===== src/rtl/alu_issue_stage.sv =====
// alu_issue_stage
//   Decode/issue stage. It classifies an ID packet, builds the immediate,
//   selects the ALU operands and the 4-bit ALU op, and holds the result in a
//   single-entry valid/ready register that feeds EX.
//
// Ports
//   clk, rst_n              clock (rising edge), async active-low reset
//   id_valid_in/ready_out   ID handshake
//   id_instr_in             instruction word (ILEN)
//   id_pc_in                instruction PC (XLEN)
//   id_rs1/rs2_val_in       forwarded register values (XLEN)
//   flush_in                kill held entry and incoming packet
//   ex_valid_out/ready_in   EX handshake
//   ex_operand1/2_out       ALU operands (XLEN)
//   ex_alu_op_out           ALU op code
//   ex_rd_out               destination register (0 for stores/illegal)
//   ex_pc_out               PC of issued instruction
//   ex_illegal_out          instruction not handled by the ALU path
module alu_issue_stage #(
  parameter int XLEN = 64,
  parameter int ILEN = 32
) (
  input  logic            clk,
  input  logic            rst_n,
  input  logic            id_valid_in,
  output logic            id_ready_out,
  input  logic [ILEN-1:0] id_instr_in,
  input  logic [XLEN-1:0] id_pc_in,
  input  logic [XLEN-1:0] id_rs1_val_in,
  input  logic [XLEN-1:0] id_rs2_val_in,
  input  logic            flush_in,
  output logic            ex_valid_out,
  input  logic            ex_ready_in,
  output logic [XLEN-1:0] ex_operand1_out,
  output logic [XLEN-1:0] ex_operand2_out,
  output logic [3:0]      ex_alu_op_out,
  output logic [4:0]      ex_rd_out,
  output logic [XLEN-1:0] ex_pc_out,
  output logic            ex_illegal_out
);

  localparam logic [3:0] OP_ADD  = 4'b0000;
  localparam logic [3:0] OP_SUB  = 4'b0001;
  localparam logic [3:0] OP_AND  = 4'b0010;
  localparam logic [3:0] OP_OR   = 4'b0011;
  localparam logic [3:0] OP_XOR  = 4'b0100;
  localparam logic [3:0] OP_SLL  = 4'b0101;
  localparam logic [3:0] OP_SRL  = 4'b0110;
  localparam logic [3:0] OP_SRA  = 4'b0111;
  localparam logic [3:0] OP_MUL  = 4'b1010;
  localparam logic [3:0] OP_MULH = 4'b1011;
  localparam logic [3:0] OP_DIV  = 4'b1100;
  localparam logic [3:0] OP_REM  = 4'b1101;
  localparam logic [3:0] OP_ADDW = 4'b1110;
  localparam logic [3:0] OP_PASS = 4'b1111;

  typedef struct packed {
    logic [XLEN-1:0] op1;
    logic [XLEN-1:0] op2;
    logic [3:0]      alu_op;
    logic [4:0]      rd;
    logic [XLEN-1:0] pc;
    logic            illegal;
  } ex_pkt_t;

  ex_pkt_t         pkt_d, pkt_q, dec;
  logic            valid_d, valid_q;
  logic            load;

  logic [6:0]      opc, f7;
  logic [2:0]      f3;
  logic [XLEN-1:0] imm_i, imm_s, imm_u, shamt;

  assign opc   = id_instr_in[6:0];
  assign f3    = id_instr_in[14:12];
  assign f7    = id_instr_in[31:25];
  assign imm_i = {{(XLEN-12){id_instr_in[31]}}, id_instr_in[31:20]};
  assign imm_s = {{(XLEN-12){id_instr_in[31]}}, id_instr_in[31:25], id_instr_in[11:7]};
  assign imm_u = {{(XLEN-32){id_instr_in[31]}}, id_instr_in[31:12], 12'b0};
  assign shamt = {{(XLEN-6){1'b0}}, id_instr_in[25:20]};

  // Decode. 'bad' collects every unsupported encoding; the illegal packet is
  // forced to a clean ADD 0,0 with rd=0 at the end so EX never sees junk.
  always_comb begin
    logic bad;
    bad         = 1'b0;
    dec         = '0;
    dec.op1     = id_rs1_val_in;
    dec.op2     = id_rs2_val_in;
    dec.alu_op  = OP_ADD;
    dec.rd      = id_instr_in[11:7];
    dec.pc      = id_pc_in;
    dec.illegal = 1'b0;
    case (opc)
      7'b0110011: begin
        case (f7)
          7'b0000000: case (f3)
            3'b000:  dec.alu_op = OP_ADD;
            3'b001:  dec.alu_op = OP_SLL;
            3'b100:  dec.alu_op = OP_XOR;
            3'b101:  dec.alu_op = OP_SRL;
            3'b110:  dec.alu_op = OP_OR;
            3'b111:  dec.alu_op = OP_AND;
            default: bad = 1'b1;
          endcase
          7'b0100000: case (f3)
            3'b000:  dec.alu_op = OP_SUB;
            3'b101:  dec.alu_op = OP_SRA;
            default: bad = 1'b1;
          endcase
          7'b0000001: case (f3)
            3'b000:  dec.alu_op = OP_MUL;
            3'b001:  dec.alu_op = OP_MULH;
            3'b100:  dec.alu_op = OP_DIV;
            3'b110:  dec.alu_op = OP_REM;
            default: bad = 1'b1;
          endcase
          default: bad = 1'b1;
        endcase
      end
      7'b0010011: begin
        dec.op2 = imm_i;
        case (f3)
          3'b000: dec.alu_op = OP_ADD;
          3'b100: dec.alu_op = OP_XOR;
          3'b110: dec.alu_op = OP_OR;
          3'b111: dec.alu_op = OP_AND;
          3'b001: begin
            dec.op2    = shamt;
            dec.alu_op = OP_SLL;
            bad        = (id_instr_in[31:26] != 6'b000000);
          end
          3'b101: begin
            dec.op2 = shamt;
            if (id_instr_in[31:26] == 6'b000000)      dec.alu_op = OP_SRL;
            else if (id_instr_in[31:26] == 6'b010000) dec.alu_op = OP_SRA;
            else                                      bad = 1'b1;
          end
          default: bad = 1'b1;
        endcase
      end
      7'b0111011: begin
        dec.alu_op = OP_ADDW;
        bad        = (f7 != 7'b0000000) || (f3 != 3'b000);
      end
      7'b0011011: begin
        dec.alu_op = OP_ADDW;
        dec.op2    = imm_i;
        bad        = (f3 != 3'b000);
      end
      7'b0110111: begin
        dec.alu_op = OP_PASS;
        dec.op1    = '0;
        dec.op2    = imm_u;
      end
      7'b0010111: begin
        dec.op1 = id_pc_in;
        dec.op2 = imm_u;
      end
      7'b0000011: dec.op2 = imm_i;
      7'b0100011: begin
        dec.op2 = imm_s;
        dec.rd  = 5'd0;
      end
      default: bad = 1'b1;
    endcase
    if (bad) begin
      dec.op1     = '0;
      dec.op2     = '0;
      dec.alu_op  = OP_ADD;
      dec.rd      = 5'd0;
      dec.illegal = 1'b1;
    end
  end

  // Handshake. The entry can be replaced in the same cycle EX consumes it.
  assign id_ready_out = !valid_q || ex_ready_in;
  assign load         = id_valid_in && id_ready_out && !flush_in;

  always_comb begin
    pkt_d   = pkt_q;
    valid_d = valid_q;
    if (load)             pkt_d = dec;
    if (flush_in)         valid_d = 1'b0;
    else if (load)        valid_d = 1'b1;
    else if (ex_ready_in) valid_d = 1'b0;
  end

  always_ff @(posedge clk or negedge rst_n) begin
    if (!rst_n) begin
      valid_q <= 1'b0;
      pkt_q   <= '0;
    end else begin
      valid_q <= valid_d;
      pkt_q   <= pkt_d;
    end
  end

  assign ex_valid_out    = valid_q;
  assign ex_operand1_out = pkt_q.op1;
  assign ex_operand2_out = pkt_q.op2;
  assign ex_alu_op_out   = pkt_q.alu_op;
  assign ex_rd_out       = pkt_q.rd;
  assign ex_pc_out       = pkt_q.pc;
  assign ex_illegal_out  = pkt_q.illegal;

endmodule


===== config.mk =====
export PLATFORM = sky130hd
export DESIGN_NAME = alu_issue_stage
export DESIGN_NICKNAME = d
export VERILOG_FILES = /design/src/rtl/alu_issue_stage.sv
export SDC_FILE = /design/constraint.sdc
export NUM_CORES = 1
export LEC_CHECK = 0
export CAP_MARGIN = 30
export CELL_PAD_IN_SITES_DETAIL_PLACEMENT = 0
export CELL_PAD_IN_SITES_GLOBAL_PLACEMENT = 1
export CORE_UTILIZATION = 28
export CTS_BUF_LIST = sky130_fd_sc_hd__clkbuf_2 sky130_fd_sc_hd__clkbuf_4 sky130_fd_sc_hd__clkbuf_8
export DETAILED_ROUTE_END_ITERATION = 10
export PLACE_DENSITY_LB_ADDON = 0.1
export SLEW_MARGIN = 10
export SYNTH_ARGS = -nofsm -noshare
export SYNTH_HDL_FRONTEND = slang
export SYNTH_SLANG_ARGS = --single-unit

===== constraint.sdc =====
create_clock -name clk -period 1.7 [get_ports clk]
set_clock_uncertainty 0.15 [all_clocks]
set_input_delay 0.255 -clock clk [delete_from_list [all_inputs] [get_ports clk]]
set_output_delay 0.255 -clock clk [all_outputs]
set_load 0.05 [all_outputs]

======== After elaboration in Yosys (flattened, before gate mapping) ========
Cells that the tools add are included.
word-level totals
  flip-flop bits (word level) ............. 203
  latch bits .............................. 0
  bits in writable memories ............... 0
  ROM bits ................................ 0
  input bits .............................. 229
  memories ................................ 0
operators by class
  $add $sub $neg .......................... 0
  multipliers ............................. 0
  divide/modulo/power cells ............... 0
  order comparisons ....................... 0
  eq/ne operators ......................... 16
  shifts and indexed selects .............. 0
  multiplexer cells ....................... 25
  bitwise operators ....................... 0
  reduce and logical (&&, ||, !) cells .... 22
operator list
  cell                                           count
  one-hot mux 64 bit (4 select lines)            1
  two-way mux 137 bit                            1
  one-hot mux 64 bit (2 select lines)            1
  two-way mux 64 bit                             1
  == test 7 x 6 -> 1 bit, second input constant  5
  one-hot mux 4 bit (4 select lines)             2
  one-hot mux 3 bit (5 select lines)             2
  == test 7 x 5 -> 1 bit, second input constant  3
  == test 3 bit, second input constant           4
  one-hot mux 4 bit (3 select lines)             1
  OR reduction 4 bit                             3
  OR reduction 2 bit                             5
  two-way mux 1 bit                              9
  == test 7 x 1 -> 1 bit, second input constant  1
  == test 7 x 2 -> 1 bit, second input constant  1
  zero test 7 bit                                1
  nonzero test 7 bit                             1
  == test 6 x 5 -> 1 bit, second input constant  1
  zero test 6 bit                                1
  two-way mux 3 bit                              2
  one-hot mux 1 bit (3 select lines)             2
  one-hot mux 3 bit (2 select lines)             1
  nonzero test 3 bit                             2
  nonzero test 6 bit                             1
  other kinds (8)                                11

======== Longest topological paths before layout ========
  depth after elaboration ................. 6
  gate-level depth with buffers ........... 9
  depth with buffers taken out ............ 6

======== Worst setup path after synthesis ========
No wires, ideal clock.
  kind .................................... reg2reg
  start ................................... reg valid_q (netlist: ex_valid_out)
  end ..................................... reg pkt_q, in the netlist ex_operand2_out[20]
  data arrival time ....................... 2.111 ns
  slack ................................... -0.656 ns
  stages on the path, launching flop included .. 8
  path buffers ............................ 2
  path through ............................ dfrtp_1 -> nor2b_1 -> inv_1 -> nand3b_1 -> clkbuf_1 -> clkbuf_1 -> nand2_1 -> o31ai_1
between the ends
  longest elaborated chain between the ends .. 4
RTL lines
  item                             line  source
  from (decl)                      67    logic valid_d, valid_q;
  from (signal assigned)           194   valid_q <= valid_d;
  zero test 1 bit                  177   assign id_ready_out = !valid_q || ex_ready_in;
  logical OR 1 bit                 177
  via id_ready_out                 26    output logic id_ready_out,
  logical AND 1 bit (2 in series)  178   assign load = id_valid_in && id_ready_out && !flush_in;
  to (signal assigned)             195   pkt_q <= pkt_d;
  to (decl)                        66    ex_pkt_t pkt_d, pkt_q, dec;
The timed path passes the listed nets, and every way through them passes these cells.
A chain may end at the register's enable or synchronous reset.

======== Worst setup path after layout ========
  start ................................... reg valid_q (netlist: ex_valid_out)
  end ..................................... reg pkt_q, in the netlist ex_operand2_out[60]
between the ends
  longest elaborated chain between the ends .. 4
RTL lines
  item                             line
  zero test 1 bit                  177
  logical OR 1 bit                 177
  logical AND 1 bit (2 in series)  178
Every way passes these cells.

==> impl_metrics.tcl <==
set metrics [dict create \
    yosysSeqAreaShare_pct 51.8 \
    syn_area_mm2 0.00981 \
    dieArea_mm2 0.0358 \
    synthArstFlopShare_pct 100 \
    tightest_slew_ns 0.428 \
    cap_violations 0 \
    synth_edf_count 0 \
    cts_tree "done" \
    stdcell_area_mm2 0.0175 \
    grt_pass1_vias 9965 \
    root_buffer "clkbuf_8" \
    setup_ws_ns -0.322 \
    synth_area_per_cell_um2 9.28 \
    gp_congestion 0.804 \
    layout_common_cells "284 x buf_4, 242 x nand2_1, 220 x clkdlybuf4s50_1" \
    htree_levels 2 \
    netlist_instances 1058 \
    critPathArrivalTime_ns 2.34 \
    reg2regPathDepth 7 \
    grt_pass1_wl_um 60300 \
    final_antenna_net_count 0 \
    busiest_layer "met2" \
    die_x_um 189 \
    setup_viol 201 \
    setup.worst_path.end_class "register" \
    met3_usage_pct 5.91 \
    worstReg2RegStart "ex_valid_out" \
    wl_um 42900 \
    grtUsageMet1_pct 27.8 \
    leakagePower_nw 8.26 \
    num_rows 68 \
    synth_cell_types 66 \
    grtUsageMet2_pct 36.0 \
    syn2layout_area_growth_pct 78.8 \
    drc 0 \
    worstPathRequired_ns 2.02 \
    dieHeight_um 189 \
    vias 10067 \
    post_drt_wl_per_cell_um 20.5 \
    vdd_drop_max_mv 0.486 \
    min_period_ns 2.02 \
    hp-class "in -> async" \
    hold_viol_final 0 \
    synth_top_cell_by_area "dfrtp_1" \
    synth-main-ff-cell "dfrtp_1" \
    r2r_slack_ns -0.32 \
    worstPathCellList "nor2b_4, nor3b_4, o211a_1, o211ai_1, buf_6, clkbuf_16, o21ai_1" \
    worstPathMaxFanout 12 \
    cp_num_buf_inv 2 \
    final_common_cell "buf_4" \
    gr-total-overflow 0 \
    synth_area_leaders "dfrtp_1 52%, nand2_1 12%, o21ai_2 8.9%, a21oi_1 6.4%, nor3b_1 5.0%" \
    place_area_mm2 0.0150 \
    hpwlAfterDp_um 27500 \
    power.density_mw_per_mm2 841 \
    antenna_found_initial 6 \
    rsz0062_at_grt "true" \
    drt-initial-drc-count 454 \
    violations "negative setup slack" \
    crit_path_top_delay_cell "dfrtp_2" \
    slew_viol_final 0 \
    synth_top_area_share_pct 51.8 \
    r2r-end "ex_operand2_out[60]" \
    cts_buffer_depth 3 \
    clk_pin_slew_worst_paths_ns 0.06 \
    vias_per_cell 4.80 \
    final_nets 1840 \
    ios 433 \
    slew_headroom_pct 71.4 \
    drtPass1Iterations 4 \
    drive_above_1_share_pct 41.3 \
    ys_warn_count 0 \
    fmax_mhz 494 \
    clk_latency_ns 0.57 \
    grt_max_degree 59 \
    start_util_pct 28.4 \
    post-route-period-util_pct 119 \
    ys_ff_latch 203 \
    numCtsBuffers 40 \
    status "finished with violations" \
    syn-num-nets 1287 \
    grt_usage_pct 21.9 \
    critPathKind "reg -> reg" \
    path_delay_family "compound AO/OA/AOI/OAI gates" \
    clock-sinks 203 \
    critPathLaunchType "register" \
    critPathMaxStageDelay_ns 0.40 \
    numPortBuffers 432 \
    hold_ws_ns 0.0647 \
    coreArea_mm2 0.0345 \
]
==> area by class of cell <==
cell class | instances | area (µm²)
clock buffer | 62 | 791
multi-input combinational | 760 | 4840
tap | 455 | 569
fill | 3351 | 17000
timing repair buffer | 599 | 6170
sequential | 203 | 5080
antenna | 4 | 10.0
clock inverter | 6 | 60.1
inverter | 7 | 28.8
==> where the power goes <==
group	leakage (nW)	switching, mW	internal (mW)
combinational	5.12	2.36	1.69
clock	0.446	2.23	3.09
sequential	2.70	0.226	5.16
total	8.26	4.81	9.95
==> routing by layer <==
metal	part of all wire, %	vias to the layer above
met4	2.1	4
met3	6.4	64
met1	43	4879
met5	0.049	-
met2	49	318
li1	-	4802
==> cell usage after synthesis, drive strengths merged (3+ instances only) <==
cell      n
buf      28
nand2   322
nand2b    3
nand3b    3
nor2     17
nor3b    65
nor3      3
o31ai     8
a21oi   126
clkbuf   60
a222oi    5
o22ai    11
nand3     3
dfrtp   203
mux2      3
o21ai   122
inv       7
o32ai     3
a22oi     4
a221o     4
a22o     11
==> timing repair <==
| action | in CTS | in global routing |
|---|---|---|
| gates cloned | 15 | 16 |
| hold endpoints to repair | 203 | 0 |
| resized for setup | 62 | 162 |
| buffers inserted | 13 | 11 |
| setup endpoints to repair | 203 | 204 |
| hold buffers | 1 | 0 |
| pin swaps | 10 | 93 |
==> logic make-up (layout without fill, tap and decap cells) <==
kind of cell / count (synthesis) / after routing / share of synthesized area, %
AO/OA/AOI/OAI: 316 / 316 / 22.3
XOR/XNOR: 1 / 1 / 0.0893
buffers and inverters: 95 / 674 / 4.79
flip-flops: 203 / 203 / 51.8
multiplexers: 4 / 4 / 0.446
other: 0 / 4 / 0
AND/OR/NAND/NOR: 439 / 439 / 20.6
==> metrics by stage <==
| stage | utilization, % | power, mW | worst slack, ns | setup TNS, ns | instances |
|---|---|---|---|---|---|
| 2_1_floorplan | - | 7.29 | -0.146 | -24.07 | 1058 |
| 3_3_place_gp | 43.4 | 8.94 | -0.838 | -133.50 | 1973 |
| 3_5_place_dp | 43.4 | 8.95 | -0.860 | -137.52 | 1973 |
| 4_1_cts | 47.8 | 14.6 | -0.278 | -32.95 | 2066 |
| 5_1_grt | 50.8 | 15.4 | -0.418 | -58.84 | 2096 |
| 6_report | 50.8 | 14.8 | -0.322 | -40.71 | 2096 |
==> flip-flops by register name, indices dropped and copies added (netlist names) <==
signal,flops
ex_rd_out,5
ex_illegal_out,1
ex_valid_out,1
ex_operand1_out,64
ex_alu_op_out,4
ex_pc_out,64
ex_operand2_out,64
==> how the worst max path moves through the flow <==
stage	slack (ns)	cells past startpoint	from	to
floorplan	-0.15	7	ex_valid_out	ex_operand2_out[56]
global placement	-0.84	8	id_instr_in[27]	ex_alu_op_out[0]
finish	-0.32	7	ex_valid_out	ex_operand2_out[60]
CTS	-0.28	7	ex_valid_out	ex_operand2_out[59]
global route	-0.42	7	ex_valid_out	ex_alu_op_out[3]
detailed placement	-0.86	8	id_instr_in[12]	ex_operand2_out[4]
No activity file was read; power rests on OpenSTA's default activity.
